## src/rtl/id_operand_fwd_pkg.sv

```systemverilog
// id_operand_fwd_pkg
//   Shared definitions for the ID-stage operand forwarding block:
//   FSM state encodings, EX forward flag codes and the flag
//   qualification helper used by the top module.
package id_operand_fwd_pkg;

   typedef enum logic [1:0] {
      FWD_IDLE     = 2'd0,
      FWD_MEM_WAIT = 2'd1,
      FWD_RELEASE  = 2'd2
   } fwd_state_e;

   localparam logic [1:0] FWD_NONE = 2'b00;
   localparam logic [1:0] FWD_LOAD = 2'b01;
   localparam logic [1:0] FWD_EX   = 2'b11;

   // The incoming flags come from an unqualified address compare, so a flag
   // only means something when ID is valid, EX really writes rd and rs!=x0.
   function automatic logic [1:0] qualify_flag(input logic [1:0] flag,
                                               input logic       id_valid,
                                               input logic       ex_we,
                                               input logic [4:0] raddr);
      return (id_valid && ex_we && (raddr != 5'd0)) ? flag : FWD_NONE;
   endfunction

endpackage

```

## src/rtl/id_operand_fwd_mux.sv

```systemverilog
// fwd_operand_mux
//   Combinational per-operand priority mux.
//   Ports:
//     raddr_i      source register address
//     flag_i       qualified EX forward flag
//     cap_sel_i    select captured load data
//     cap_data_i   captured load data
//     ex_data_i    EX-stage result
//     wb_we_i      WB writes rd
//     wb_waddr_i   WB rd
//     wb_data_i    WB data
//     rf_data_i    register file data
//     operand_o    selected operand
module fwd_operand_mux
   import id_operand_fwd_pkg::*;
#(
   parameter int DW = 32
) (
   input  logic [4:0]    raddr_i,
   input  logic [1:0]    flag_i,
   input  logic          cap_sel_i,
   input  logic [DW-1:0] cap_data_i,
   input  logic [DW-1:0] ex_data_i,
   input  logic          wb_we_i,
   input  logic [4:0]    wb_waddr_i,
   input  logic [DW-1:0] wb_data_i,
   input  logic [DW-1:0] rf_data_i,
   output logic [DW-1:0] operand_o
);

   always_comb begin
      operand_o = rf_data_i;
      if (raddr_i == 5'd0) begin
         operand_o = '0;
      end else if (cap_sel_i) begin
         operand_o = cap_data_i;
      end else if (flag_i == FWD_EX) begin
         operand_o = ex_data_i;
      end else if (wb_we_i && (wb_waddr_i == raddr_i)) begin
         operand_o = wb_data_i;
      end
   end

endmodule

```

## src/rtl/id_operand_fwd.sv

```systemverilog
// id_operand_fwd
//   ID-stage operand selection with EX/WB forwarding and a load-use FSM
//   that holds ID until the load data returns from MEM, captures it and
//   presents it for one RELEASE cycle.
//   Ports:
//     clk, rst                      clock, async active-low reset
//     id_valid_i                    ID holds a real instruction
//     id_reg{1,2}_raddr_i           rs1/rs2 addresses
//     reg{1,2}_rdata_i              regfile data
//     reg{1,2}_exforward_flag_i     EX forward flags (11 EX, 01 load, 00 none)
//     ex_reg_we_i/waddr_i/wdata_i   EX write-back info
//     mem_rdata_vld_i/reg_waddr_i/rdata_i  MEM load return
//     wb_reg_we_i/waddr_i/wdata_i   WB bypass
//     reg{1,2}_rdata_o              final operands
//     hold_req_o                    hold PC/IF/ID request
//     fwd_timeout_o                 one-cycle MEM wait timeout pulse
module id_operand_fwd
   import id_operand_fwd_pkg::*;
#(
   parameter int DW       = 32,
   parameter int MAX_WAIT = 15
) (
   input  logic          clk,
   input  logic          rst,
   input  logic          id_valid_i,
   input  logic [4:0]    id_reg1_raddr_i,
   input  logic [4:0]    id_reg2_raddr_i,
   input  logic [DW-1:0] reg1_rdata_i,
   input  logic [DW-1:0] reg2_rdata_i,
   input  logic [1:0]    reg1_exforward_flag_i,
   input  logic [1:0]    reg2_exforward_flag_i,
   input  logic          ex_reg_we_i,
   input  logic [4:0]    ex_reg_waddr_i,
   input  logic [DW-1:0] ex_reg_wdata_i,
   input  logic          mem_rdata_vld_i,
   input  logic [4:0]    mem_reg_waddr_i,
   input  logic [DW-1:0] mem_rdata_i,
   input  logic          wb_reg_we_i,
   input  logic [4:0]    wb_reg_waddr_i,
   input  logic [DW-1:0] wb_reg_wdata_i,
   output logic [DW-1:0] reg1_rdata_o,
   output logic [DW-1:0] reg2_rdata_o,
   output logic          hold_req_o,
   output logic          fwd_timeout_o
);

   localparam int CW = $clog2(MAX_WAIT + 1);
   localparam logic [CW-1:0] MAX_CNT = CW'(MAX_WAIT);

   fwd_state_e    state_q, state_d;
   logic [1:0]    mask_q, mask_d;          // {r2hit, r1hit}
   logic [4:0]    ld_addr_q, ld_addr_d;
   logic [CW-1:0] cnt_q, cnt_d;
   logic [DW-1:0] cap1_q, cap1_d;
   logic [DW-1:0] cap2_q, cap2_d;
   logic          tmo_q, tmo_d;

   logic [1:0] qflag1, qflag2;
   logic       ld1, ld2;

   assign qflag1 = qualify_flag(reg1_exforward_flag_i, id_valid_i, ex_reg_we_i, id_reg1_raddr_i);
   assign qflag2 = qualify_flag(reg2_exforward_flag_i, id_valid_i, ex_reg_we_i, id_reg2_raddr_i);
   assign ld1    = (qflag1 == FWD_LOAD);
   assign ld2    = (qflag2 == FWD_LOAD);

   always_comb begin
      state_d    = state_q;
      mask_d     = mask_q;
      ld_addr_d  = ld_addr_q;
      cnt_d      = cnt_q;
      cap1_d     = cap1_q;
      cap2_d     = cap2_q;
      tmo_d      = 1'b0;
      hold_req_o = 1'b0;
      unique case (state_q)
         FWD_IDLE: begin
            if (ld1 || ld2) begin
               hold_req_o = 1'b1;
               state_d    = FWD_MEM_WAIT;
               ld_addr_d  = ex_reg_waddr_i;
               // An 11 on the other operand names the same EX instruction,
               // i.e. the load itself, so it waits for the same data.
               mask_d     = {ld2 || (qflag2 == FWD_EX), ld1 || (qflag1 == FWD_EX)};
               cnt_d      = '0;
            end
         end
         FWD_MEM_WAIT: begin
            hold_req_o = 1'b1;
            if (mem_rdata_vld_i && (mem_reg_waddr_i == ld_addr_q)) begin
               if (mask_q[0]) cap1_d = mem_rdata_i;
               if (mask_q[1]) cap2_d = mem_rdata_i;
               state_d = FWD_RELEASE;
            end else if (cnt_q != MAX_CNT) begin
               cnt_d = cnt_q + 1'b1;
               tmo_d = (cnt_d == MAX_CNT);
            end
         end
         FWD_RELEASE: begin
            state_d = FWD_IDLE;
         end
         default: begin
            state_d = FWD_IDLE;
         end
      endcase
   end

   always_ff @(posedge clk or negedge rst) begin
      if (!rst) begin
         state_q   <= FWD_IDLE;
         mask_q    <= '0;
         ld_addr_q <= '0;
         cnt_q     <= '0;
         cap1_q    <= '0;
         cap2_q    <= '0;
         tmo_q     <= 1'b0;
      end else begin
         state_q   <= state_d;
         mask_q    <= mask_d;
         ld_addr_q <= ld_addr_d;
         cnt_q     <= cnt_d;
         cap1_q    <= cap1_d;
         cap2_q    <= cap2_d;
         tmo_q     <= tmo_d;
      end
   end

   assign fwd_timeout_o = tmo_q;

   fwd_operand_mux #(.DW(DW)) u_mux1 (
      .raddr_i    (id_reg1_raddr_i),
      .flag_i     (qflag1),
      .cap_sel_i  ((state_q == FWD_RELEASE) && mask_q[0]),
      .cap_data_i (cap1_q),
      .ex_data_i  (ex_reg_wdata_i),
      .wb_we_i    (wb_reg_we_i),
      .wb_waddr_i (wb_reg_waddr_i),
      .wb_data_i  (wb_reg_wdata_i),
      .rf_data_i  (reg1_rdata_i),
      .operand_o  (reg1_rdata_o)
   );

   fwd_operand_mux #(.DW(DW)) u_mux2 (
      .raddr_i    (id_reg2_raddr_i),
      .flag_i     (qflag2),
      .cap_sel_i  ((state_q == FWD_RELEASE) && mask_q[1]),
      .cap_data_i (cap2_q),
      .ex_data_i  (ex_reg_wdata_i),
      .wb_we_i    (wb_reg_we_i),
      .wb_waddr_i (wb_reg_waddr_i),
      .wb_data_i  (wb_reg_wdata_i),
      .rf_data_i  (reg2_rdata_i),
      .operand_o  (reg2_rdata_o)
   );

endmodule

```

## config.mk

```make
export PLATFORM = sky130hd
export DESIGN_NAME = id_operand_fwd
export DESIGN_NICKNAME = d
export VERILOG_FILES = /design/src/rtl/id_operand_fwd_pkg.sv /design/src/rtl/id_operand_fwd_mux.sv /design/src/rtl/id_operand_fwd.sv
export SDC_FILE = /design/constraint.sdc
export NUM_CORES = 1
export LEC_CHECK = 0
export ABC_AREA = 0
export BUFFER_PORTS_ARGS = -buffer_cell sky130_fd_sc_hd__clkbuf_2
export CAP_MARGIN = 30
export CELL_PAD_IN_SITES_DETAIL_PLACEMENT = 0
export CELL_PAD_IN_SITES_GLOBAL_PLACEMENT = 2
export CORE_UTILIZATION = 29
export DETAILED_ROUTE_END_ITERATION = 8
export GPL_TIMING_DRIVEN = 0
export PLACE_DENSITY_LB_ADDON = 0.1
export SLEW_MARGIN = 25
export SYNTH_ARGS = -nofsm -noshare
export SYNTH_HDL_FRONTEND = slang
export SYNTH_HIERARCHICAL = 1
export SYNTH_SLANG_ARGS = --single-unit
```

## constraint.sdc

```tcl
create_clock -name clk -period 3.65 [get_ports clk]
set_clock_uncertainty 0.2 [all_clocks]
set_input_delay 0.73 -clock clk [delete_from_list [all_inputs] [get_ports clk]]
set_output_delay 0.73 -clock clk [all_outputs]
set_load 0.02 [all_outputs]
```

==> metrics.md <==
| Metric | Value |
|---|---|
| Sw Pwr | 1.14 mW |
| Clk pwr share | 28.8% |
| Pleak | 5.43 nW |
| Wire per inst | 21.8 um |
| Initial antenna violation count | 1 |
| Vias in the first global route | 7970 |
| Syn Area/Cell | 9.05 um2 |
| Root Buffer | clkbuf_16 |
| 1st-iter DRT viols | 471 |
| CP max-delay cell | and2_2 |
| Top-level I/O count | 261 |
| Post-Syn Nets | 1091 |
| CTS tree | built |
| Internal power | 2.04 mW |
| # fillers | 2923 |
| Fin area | 10300 um2 |
| Antenna-violating nets left | 0 |
| Crit share post-route | 96.8% |
| Crit-path max cell delay | 270 ps |
| Crit-path cells | clkbuf_2, nor3_4, a21oi_1, and2_1, and2_2, buf_6, clkbuf_8, nor2b_1, o211ai_2, nand3_1, clkbuf_2 |
| Largest net degree at the start of global routing | 76 |
| Worst-path maximum fanout | 10 |
| TritonCTS Buffers | 9 |
| Share of layout cells above drive strength 1 | 47.7% |
| Comb power frac | 34.3% |
| CTS H-Tree Depth | 3 |
| Site row count | 60 |
| Clock Latency Late Sink | 360 ps |
| Layout area overhead | 27.1% |
| Die area | 28600 um2 |
| CP endpoint kind | output pin |
| CP Class | in -> out |
| Sw frac | 36.0% |
| Final setup violating endpoints | 0 |
| Critical path required time | 2720 ps |
| NumNets Final | 1361 |
| Relative slew slack | 57.3% |
| I/O Buffers | 260 |
| Cell taking the most area after synthesis | dfrtp_1 |
| DRC viols | 0 |
| Die width | 169 um |
| DR vias/cell | 5.01 |
| Gp weighted congestion | 0.798 |
| Yosys cell types | 43 |
| Gate Count Post-Synth | 894 |
| Most used cell, CP | clkbuf_2 |
| Critical path's top delay family | simple AND/OR/NAND/NOR gates |
| Pre-Repair DR Iteration Count | 5 |
| Max Slew Vio Count | 0 |
| First-pass GRT wire length | 49700 um |
| Outcome | finished, final reports clean |
| Final min period | 3530 ps |
| Total wire length | 33600 um |
| Synthesized flop and latch total | 78 |
| GRT Util Overall | 23.5% |
| Grt ovf | 0 |
| Post-synth top area share | 24.1% |
| Placed Cells incl. Taps | 1527 |
| Peak supply drop | 0.199 mV |
| CTS Buffer Depth | 2 |
| CTS sink cnt | 78 |
| Peak Freq | 0.283 GHz |
| Largest cells by area after synthesis | dfrtp_1, nor2b_1, o211ai_2 |
| Vias | 7720 |
| Cell area after placement | 9890 um2 |
| Syn. warnings | 6 |
| Final Hold Viols | 0 |
| Power Density | 310 nW/um2 |
| CP Launch Type | input pin |
| Flop pwr share | 36.9% |
| Worst path bufs/invs | 4 |
| WP data arrival | 2600 ps |
| Sequential element share of the synthesized area | 24.1% |
| Power, Total | 3.18 mW |
| RSZ-0062 raised after global routing | no |
| HP Class | reg -> reg |
| CORE AREA | 27200 um2 |
| Final Util | 37.8% |
| Hold_ws | 294 ps |
| Max Cap Viol | 0 |
| Non-filler cells, final | 1542 |
| Mapped Area | 8090 um2 |
| Slew @ Worst Pin | 636 ps |
| Die Span Y | 169 um |
| Dpl hpwl | 24800 um |
| Initial core utilization | 29.8% |
| Clk slew on worst S/H paths | 70 ps |
-- metrics by stage --
step | worst slack [ps] | setup TNS, ps
CTS | 3.99 | 0
global placement | -329 | -10830
floorplan | 516 | 0
detailed placement | -322 | -10970
global route | 28.6 | 0
finish | 116 | 0
-- state kept, by name, indices dropped and copies added (netlist names) --
register / cells
cnt_q: 4
ld_addr_q: 5
state_q: 2
fwd_timeout_o: 1
mask_q: 2
cap2_q: 32
cap1_q: 32
-- cell usage in the layout, fill, tap and decap left out, types with 3 or more instances in the layout --
master	n
nor2_1	7
xnor2_1	16
nand4_2	8
o211ai_1	6
mux2_1	16
o211ai_2	60
inv_6	3
nor2b_1	192
nand3_2	6
a21oi_2	60
nor4_4	3
clkbuf_16	9
nand2_1	69
buf_2	23
inv_1	6
mux2_4	27
dfrtp_1	78
mux2_2	28
and2_1	6
buf_4	10
a21o_1	65
nand4_1	60
a21oi_1	8
buf_6	20
clkbuf_2	276
clkbuf_8	11
nand3_1	60
-- power groups by stage --
stage	registers, mW	clock network [mW]	logic [mW]
after floorplan	1.16	0	0.717
after global routing	1.20	0.985	1.19
after CTS	1.17	0.946	1.10
after detailed placement	1.19	0	1.10
final	1.17	0.917	1.09
after global placement	1.18	0	1.09
-- final cells by class --
type	instances	area [um2]	share of cell area, %
Timing Repair Buffer	262	1350	13.1
Multi-Input combinational cell	726	5560	54.0
Clock inverter	7	63.8	0.621
Antenna cell	1	2.50	0.0243
Inverter	6	22.5	0.219
Buffer	81	643	6.26
Clock buffer	9	225	2.19
Sequential cell	78	1950	19.0
Tap cell	372	465	4.53
-- what timing repair did --
item,in CTS,in global routing
endpoints found under the hold margin,3,0
setup buffers,0,0
pin swaps,1,2
resized for setup,29,24
hold buffers,1,0
setup endpoints to repair,64,61
-- cell families (layout without fill, tap and decap cells) --
kind of cell	after synthesis	in the layout	synth area share [%]
flip-flops	78	78	24.1
XOR/XNOR	17	17	1.84
buffers and inverters	90	365	7.53
multiplexers	72	72	11.3
AO/OA/AOI/OAI	205	205	23.4
other	0	1	0
adder cells (fa/ha/maj)	2	2	0.309
AND/OR/NAND/NOR	430	430	31.6
-- final timing paths --
kind / to / from / depth (start not counted) / slack [ps]
max in group asynchronous: cap1_q[3] / rst / 3 / 2110
min in group asynchronous: cap1_q[23] / rst / 2 / 550
worst min-delay path: cap2_q[9] / cap2_q[9] / 1 / 290
worst max register to register: cap2_q[18] / ld_addr_q[1] / 6 / 1400
worst min register to register: cap2_q[9] / cap2_q[9] / 1 / 290
worst max-delay path: reg2_rdata_o[12] / id_reg2_raddr_i[3] / 11 / 120
-- worst register-to-register path: stages, from the launching register on --
cell and delay [ps]:
dfrtp_1 390, xnor2_1 180, nand4_1 220, nor4_4 300, nand2_2 270, buf_6 250, mux2_1 320
-- routing by layer --
| metal | share of wire [%] | GRT usage, % | vias up |
|---|---|---|---|
| met1 | 48 | 32.4 | 3720 |
| met2 | 46 | 39.1 | 244 |
| li1 | - | - | 3736 |
| met5 | 0 | 0 | - |
| met3 | 4.8 | 3.62 | 20 |
| met4 | 1.1 | 4.39 | 0 |
-- synth_stat cells (all sizes together) --
| cell type | n |
|---|---|
| nor3 | 4 |
| nand2 | 71 |
| buf | 53 |
| a31oi | 1 |
| xnor2 | 16 |
| nand3 | 66 |
| nor2b | 193 |
| and2 | 8 |
| and4 | 2 |
| nand4b | 2 |
| o21ai | 2 |
| mux2i | 1 |
| nand4 | 68 |
| a21o | 65 |
| o211ai | 66 |
| nand2b | 1 |
| ha | 2 |
| nor3b | 1 |
| xor2 | 1 |
| dfrtp | 78 |
| or3 | 1 |
| inv | 6 |
| clkbuf | 31 |
| a211oi | 2 |
| mux2 | 71 |
| o32ai | 1 |
| nor2 | 7 |
| and3 | 2 |
| nor4 | 4 |
| a21oi | 68 |
Power figures use the tool's default switching activity.
